File: src/rtl/scct_counter_ctrl_pkg.sv
// Shared op codes, FSM state encoding and default widths for the scct counter access controller.
package scct_counter_ctrl_pkg;

    localparam int SCCT_COUNTER_CTR_WIDTH = 16;
    localparam int SCCT_COUNTER_PSC_WIDTH = 8;

    localparam logic [2:0] SCCT_OP_RD_CTR  = 3'd0;
    localparam logic [2:0] SCCT_OP_RD_CFG  = 3'd1;
    localparam logic [2:0] SCCT_OP_WR_IEN  = 3'd2;
    localparam logic [2:0] SCCT_OP_CLR_IRQ = 3'd3;
    localparam logic [2:0] SCCT_OP_WR_PSC  = 3'd4;

    typedef enum logic [1:0] {
        ST_IDLE  = 2'd0,
        ST_ISSUE = 2'd1,
        ST_ACK   = 2'd2
    } scct_state_e;

    function automatic logic scct_op_is_legal(input logic [2:0] op);
        return (op <= SCCT_OP_WR_PSC);
    endfunction

endpackage

File: src/rtl/scct_counter_ctrl_rr_pick.sv
// Combinational round-robin picker: first requester found scanning upward from last+1, wrapping.
module scct_rr_pick #(
    parameter int NREQ  = 4,
    parameter int IDX_W = $clog2(NREQ)
) (
    input  logic [NREQ-1:0]  req,
    input  logic [IDX_W-1:0] last,
    output logic             valid,
    output logic [IDX_W-1:0] winner
);

    int cand;

    always_comb begin
        valid  = 1'b0;
        winner = '0;
        cand   = 0;
        for (int k = 1; k <= NREQ; k++) begin
            cand = (int'(last) + k) % NREQ;
            if (!valid && req[IDX_W'(cand)]) begin
                valid  = 1'b1;
                winner = IDX_W'(cand);
            end
        end
    end

endmodule

File: src/rtl/scct_counter_ctrl.sv
// Serialises register operations from NREQ requesters onto one scct_counter config/status port.
module scct_counter_ctrl
    import scct_counter_ctrl_pkg::*;
#(
    parameter int NREQ  = 4,
    parameter int CTR_W = SCCT_COUNTER_CTR_WIDTH,
    parameter int PSC_W = SCCT_COUNTER_PSC_WIDTH
) (
    input  logic                  clk,
    input  logic                  rst_n,
    input  logic [NREQ-1:0]       req_i,
    input  logic [3*NREQ-1:0]     op_i,
    input  logic [PSC_W*NREQ-1:0] wdata_i,
    output logic [NREQ-1:0]       ack_o,
    output logic                  err_o,
    output logic [CTR_W-1:0]      rdata_o,
    output logic                  busy_o,
    input  logic [CTR_W-1:0]      counter_i,
    input  logic                  irq_enable_i,
    input  logic                  irq_status_i,
    input  logic [PSC_W-1:0]      prescaler_i,
    output logic                  irq_enable_o,
    output logic                  irq_enable_wen_o,
    output logic                  irq_status_o,
    output logic                  irq_status_wen_o,
    output logic [PSC_W-1:0]      prescaler_o,
    output logic                  prescaler_wen_o
);

    localparam int IDX_W = $clog2(NREQ);

    scct_state_e      state;
    scct_state_e      state_nxt;
    logic [IDX_W-1:0] last_q;
    logic             busy_q;

    logic             pick_vld;
    logic [IDX_W-1:0] pick_idx;
    logic [2:0]       op_sel;
    logic [PSC_W-1:0] wdata_sel;

    logic [IDX_W-1:0] win_p1;
    logic [2:0]       op_p1;
    logic [PSC_W-1:0] wdata_p1;

    logic [CTR_W-1:0] rdata_nxt;
    logic [CTR_W-1:0] rdata_p2;
    logic             err_p2;

    scct_rr_pick #(
        .NREQ  (NREQ),
        .IDX_W (IDX_W)
    ) u_pick (
        .req    (req_i),
        .last   (last_q),
        .valid  (pick_vld),
        .winner (pick_idx)
    );

    always_comb begin
        op_sel    = '0;
        wdata_sel = '0;
        for (int i = 0; i < NREQ; i++) begin
            if (pick_idx == IDX_W'(i)) begin
                op_sel    = op_i[3*i +: 3];
                wdata_sel = wdata_i[PSC_W*i +: PSC_W];
            end
        end
    end

    // Control state: async reset aborts any transaction and restores requester 0 as first winner.
    always_ff @(posedge clk or negedge rst_n) begin
        if (!rst_n) begin
            state  <= ST_IDLE;
            last_q <= IDX_W'(NREQ - 1);
            busy_q <= 1'b0;
        end else begin
            state  <= state_nxt;
            busy_q <= (state_nxt != ST_IDLE);
            if (state == ST_ACK) begin
                last_q <= win_p1;
            end
        end
    end

    always_comb begin
        rdata_nxt = '0;
        case (op_p1)
            SCCT_OP_RD_CTR: rdata_nxt = counter_i;
            SCCT_OP_RD_CFG: rdata_nxt[PSC_W+1:0] = {irq_enable_i, irq_status_i, prescaler_i};
            default:        rdata_nxt = '0;
        endcase
    end

    // Stage p1: winner, op and wdata frozen at grant; stage p2: read data / error captured leaving ISSUE.
    always_ff @(posedge clk) begin
        if (state == ST_IDLE && pick_vld) begin
            win_p1   <= pick_idx;
            op_p1    <= op_sel;
            wdata_p1 <= wdata_sel;
        end
        if (state == ST_ISSUE) begin
            rdata_p2 <= rdata_nxt;
            err_p2   <= !scct_op_is_legal(op_p1);
        end
    end

    always_comb begin
        state_nxt        = state;
        ack_o            = '0;
        err_o            = 1'b0;
        rdata_o          = '0;
        irq_enable_o     = 1'b0;
        irq_enable_wen_o = 1'b0;
        irq_status_o     = 1'b0;
        irq_status_wen_o = 1'b0;
        prescaler_o      = '0;
        prescaler_wen_o  = 1'b0;
        case (state)
            ST_IDLE: begin
                if (pick_vld) begin
                    state_nxt = ST_ISSUE;
                end
            end
            ST_ISSUE: begin
                state_nxt = ST_ACK;
                case (op_p1)
                    SCCT_OP_WR_IEN: begin
                        irq_enable_wen_o = 1'b1;
                        irq_enable_o     = wdata_p1[0];
                    end
                    SCCT_OP_CLR_IRQ: begin
                        irq_status_wen_o = 1'b1;
                        irq_status_o     = 1'b1;
                    end
                    SCCT_OP_WR_PSC: begin
                        prescaler_wen_o = 1'b1;
                        prescaler_o     = wdata_p1;
                    end
                    default: ;
                endcase
            end
            ST_ACK: begin
                state_nxt = ST_IDLE;
                ack_o     = NREQ'(1) << win_p1;
                err_o     = err_p2;
                rdata_o   = rdata_p2;
            end
            default: state_nxt = ST_IDLE;
        endcase
    end

    assign busy_o = busy_q;

endmodule

File: config.mk
export PLATFORM = sky130hd
export DESIGN_NAME = scct_counter_ctrl
export DESIGN_NICKNAME = d
export VERILOG_FILES = /design/src/rtl/scct_counter_ctrl_pkg.sv /design/src/rtl/scct_counter_ctrl_rr_pick.sv /design/src/rtl/scct_counter_ctrl.sv
export SDC_FILE = /design/constraint.sdc
export NUM_CORES = 1
export LEC_CHECK = 0
export ABC_AREA = 0
export BUFFER_PORTS_ARGS = -buffer_cell sky130_fd_sc_hd__buf_2
export CORE_ASPECT_RATIO = 1.4
export CORE_UTILIZATION = 49
export CTS_BUF_LIST = sky130_fd_sc_hd__clkbuf_8
export DETAILED_ROUTE_END_ITERATION = 10
export PLACE_DENSITY = 0.88
export SLEW_MARGIN = 20
export SYNTH_ARGS = -nofsm -noshare
export SYNTH_HDL_FRONTEND = slang
export SYNTH_SLANG_ARGS = --single-unit
File: constraint.sdc
create_clock -name clk -period 4.5 [get_ports clk]
set_input_delay 0.9 -clock clk [delete_from_list [all_inputs] [get_ports clk]]
set_output_delay 0.9 -clock clk [all_outputs]
set_load 0.02 [all_outputs]
# == Yosys cells after proc, flatten, opt, wreduce, memory -nomap -nowiden ==
# Cells that the tools add are included.
# word_totals
regBits,35
ramBits,0
latchBits,0
out_inout_bits,35
memories,0
input_bits,76
romBits,0
# op_classes
reduce_logical,12
n_shift,1
n_mux,44
multipliers,0
n_eq_ne,9
n_lt_le_gt_ge,5
bitwise,0
addsub,4
div_mod_pow,0
# ops
cell,count
two-way mux 8 bit,6
two-way mux 1 bit,21
case mux 10 bit (2 select lines),1
less-than comparator 2 x 4 -> 1 bit (second input constant),4
two-way mux 16 bit,1
two-way mux 3 bit,4
two-way mux 2 bit,5
binary-select mux 1 bit (select 2 bit),4
equality test 2 bit (second input constant),3
equality test 3 x 2 -> 1 bit (second input constant),2
adder 2 x 1 -> 2 bit (second input constant),2
adder 2 bit (second input constant),2
equality test 2 x 1 -> 1 bit (second input constant),2
logical AND 1 bit,4
logical NOT 1 bit,4
logical NOT 2 bit,2
two-way mux 4 bit,1
case mux 2 bit (2 select lines),1
left shift 1 x 2 -> 4 bit (first input constant),1
equality test 3 x 1 -> 1 bit (second input constant),1
equality test 3 bit (second input constant),1
<= comparator 3 bit (second input constant),1
logical NOT 3 bit,1
nonzero test 2 bit,1

# == Logic depth before layout (Yosys ltp) ==
# depth
depth_word,19
depth_mapped,7
depth_no_buf,6

# == Hierarchy ==
# Synthesis repeated with hierarchy kept, for this count alone.
# unflattened
hier_cells,153
hier_area_um2,1983.2
# modules_own_cells
mod,area_each_um2,cells_each,seq_area_each_um2,instances
scct_counter_ctrl,1891.8,139,1028.5,1
scct_rr_pick,91.3,14,0.0,1

# == Worst setup path after synthesis ==
# No wires, ideal clock.
# synth_timing
kind,register to output
startpoint,reg state[0]
endpoint,out prescaler_o[0]
setup_slack_ns,1.455
arrival_ns,2.145
path_stages_with_launch,6
path_cell_list,dfrtp_1 > inv_1 > nor2_1 > and3_1 > clkbuf_1 > and2_1
# synth_between
elab_chain_cells,2
# synth_rtl
item,line_no,rtl
"start, declared",scct_counter_ctrl.sv:32,scct_state_e state;
"start signal, assigned",scct_counter_ctrl.sv:78,state <= state_nxt;
equality test 2 x 1 -> 1 bit,scct_counter_ctrl.sv:119,case (state)
two-way mux 8 bit,scct_counter_ctrl.sv:119,
"end, declared",scct_counter_ctrl.sv:26,"output logic [PSC_W-1:0] prescaler_o,"
# Every way passes these cells.

# == Worst setup path after layout ==
# layout_timing
startpoint,reg state[0]
endpoint,out prescaler_o[7]
# Same word-level chain as after synthesis.

==> metrics <==
highest-count cells in the layout ignoring fill and taps 110 x buf_2, 42 x nand2_1, 32 x and2_1; critical path's slowest cell nor2_2; number of fillers in the final layout 311; final hold vios 0; Slew HR 37.4%; CP cell instances inv_1, nor2_2, and3_1, and2_1, buf_2; chip height roughly 76 µm; core area around 0.0037 mm²; Clock power frac 14.3%; clk_skew 0.00332 ns; internal power 909 µW; Slew Limit Fails 0; drc violations 0; share of cells above drive strength 1 approximately two fifths; grt total ovfl 0; Critical Path Start Type flip-flop; IO Pins between 100 and 150; post-route ant nets 0; post-layout minimum cycle time 3.17 ns; Post-Syn Area approximately 0.0019 mm²; deepest clock path buffer count 2; number of synthesized flops with an enable pin 30; Static Leak 1.26 nW; Syn Nets between 200 and 300; gpl congestion 0.770; TritonCTS clock tree done; average wire per standard cell 12.1 µm; Crit. End Element primary output; Gate power share 40.8%; fmax 0.315 GHz; Initial Util 52.1%; drt first pass iters 4; # hold bufs at CTS 0; power after layout about 1.5 mW; Die W 55.1 µm; Place WS 1.55 ns; CP peak stage delay between 0.7 and 0.8 ns; GR Util All Layers 22.2%; outcome finished clean; die area 0.00420 mm²; row cnt 26; ANT cells 0; Worst-Margin Slew 0.934 ns; CTS sink count 35; IO buf count 110; PwrDens about 580 mW/mm²; # H-tree levels 2; #FFs+latches synth 35; FFs w/ async S/R, synth between 10% and 20%; Synth Instances between 150 and 200; Critical Path Fanout Max 21; first-pass GRT wire length 6820 µm; nets@finish approximately 370; Worst-path clk slew 0.07 ns; register area share after synthesis 53.3%; TNS Setup 0 ns; vias in the first global route 1690; initial antenna violation count 0; sequential power share 44.8%; worst skew pair latency 0.28 ns; Syn-to-layout area delta 32.5%; Hold WC Path Type in2async; pin count of the biggest net entering global routing 24; CP required about 3.6 ns; wirelength, routed 4110 µm; number of distinct library cells after synthesis 27; top_reg_cell synth edfxtp_1; RSZ-0062 raised after global routing no; HPWL Detailed 3190 µm; post-route worst setup slack 1.33 ns; post-CTS setup buffer count 0; period utilisation layout 70.5%; critical path class reg2out; Root Driver clkbuf_8; Net Sw Power between 500 and 600 µW; commonest non-fill, non-tap cell in the layout buf_2; CTS Buf Count 5; Max Cap Violations 0; Vias 1751; YS warnings 0; Worst VDD drop 456 µV; Worst EP arrival 2.27 ns; Setup Viol. Count Final 0; quantity of gates resized following cts 0; switch share about two fifths; Avg Synthesized Cell Area 10.0 µm²; DRT iter0 DRCs 39; Via-to-Cell Ratio 5.13
==> worst paths after layout <==
path                            startpoint              to  slack, ns  cells past startpoint
worst min-delay path                 rst_n          busy_o       0.42                      1
worst max register to register   last_q[0]     wdata_p1[0]       2.10                      6
max in group asynchronous            rst_n       last_q[1]       3.87                      1
min in group clk                 last_q[0]       last_q[0]       0.48                      2
worst max-delay path              state[0]  prescaler_o[7]       1.33                      5
worst min register to register   last_q[0]       last_q[0]       0.48                      2
==> per-layer routing <==
layer	track usage, %	part of all wire [%]
met1	23.8	39
met2	38.6	53
met3	4.59	6.1
met4	10.8	1.8
met5	0	0
==> power groups by stage <==
stage	Clock (mW)	Combinational [mW]	Sequential [mW]
floorplan	0	0.487	0.633
global placement	0	0.593	0.670
detailed placement	0	0.611	0.673
CTS	0.217	0.612	0.669
global route	0.234	0.681	0.691
finish	0.213	0.606	0.666
==> state kept, by name, indices dropped and copies added, names as in the netlist <==
register and flops:
rdata_p2 16, wdata_p1 8, op_p1 3, last_q 2, state 2, win_p1 2
busy_o 1, err_p2 1
==> cell usage after synthesis, types with 3 or more instances <==
master,instances,area (µm²)
a21oi_1,14,70.1
a32oi_1,11,96.3
and2_1,32,200
buf_2,4,20.0
clkbuf_1,5,18.8
dfrtp_1,3,75.1
edfxtp_1,30,901
mux2i_1,11,110
nand2_1,42,158
nor2_1,14,52.6
nor2b_1,3,18.8
nor3_1,4,20.0
==> kinds of logic after synthesis <==
logic type	count (synthesis)	synth area share, %
AOI/OAI and AO/OA	29	10.4
buffers and inverters	15	4.21
DFF	35	53.3
muxes	11	5.70
and+or+nand+nor	103	26.4
==> worst max-delay path, delay by kind of cell, from the launching register on <==
kind	cells	cell delay [ns]
flops	1	0.39
buf+inv	2	0.26
simple gates	3	1.33
==> cell type report <==
type | count | area [µm²] | share of cell area, %
sequential | 35 | 1030 | 40.2
timing repair buffer | 110 | 551 | 21.5
inverter | 3 | 12.5 | 0.489
clock inverter | 3 | 16.3 | 0.636
multi-input combinational | 143 | 828 | 32.4
tap | 42 | 52.6 | 2.05
clock buffer | 5 | 68.8 | 2.69
==> stage by stage <==
| stage | instances | area (µm²) | hold slack, ns | utilization, % |
|---|---|---|---|---|
| after global routing | 341 | 2560 | 0.414 | 69.0 |
| after detailed placement | 333 | 2470 | 0.473 | 66.7 |
| after floorplan | 193 | 1930 | 0.455 | - |
| after global placement | 333 | 2470 | 0.474 | 66.7 |
| final | 341 | 2560 | 0.416 | 69.0 |
| after CTS | 341 | 2560 | 0.415 | 69.0 |
Power figures use the tool's default switching activity.
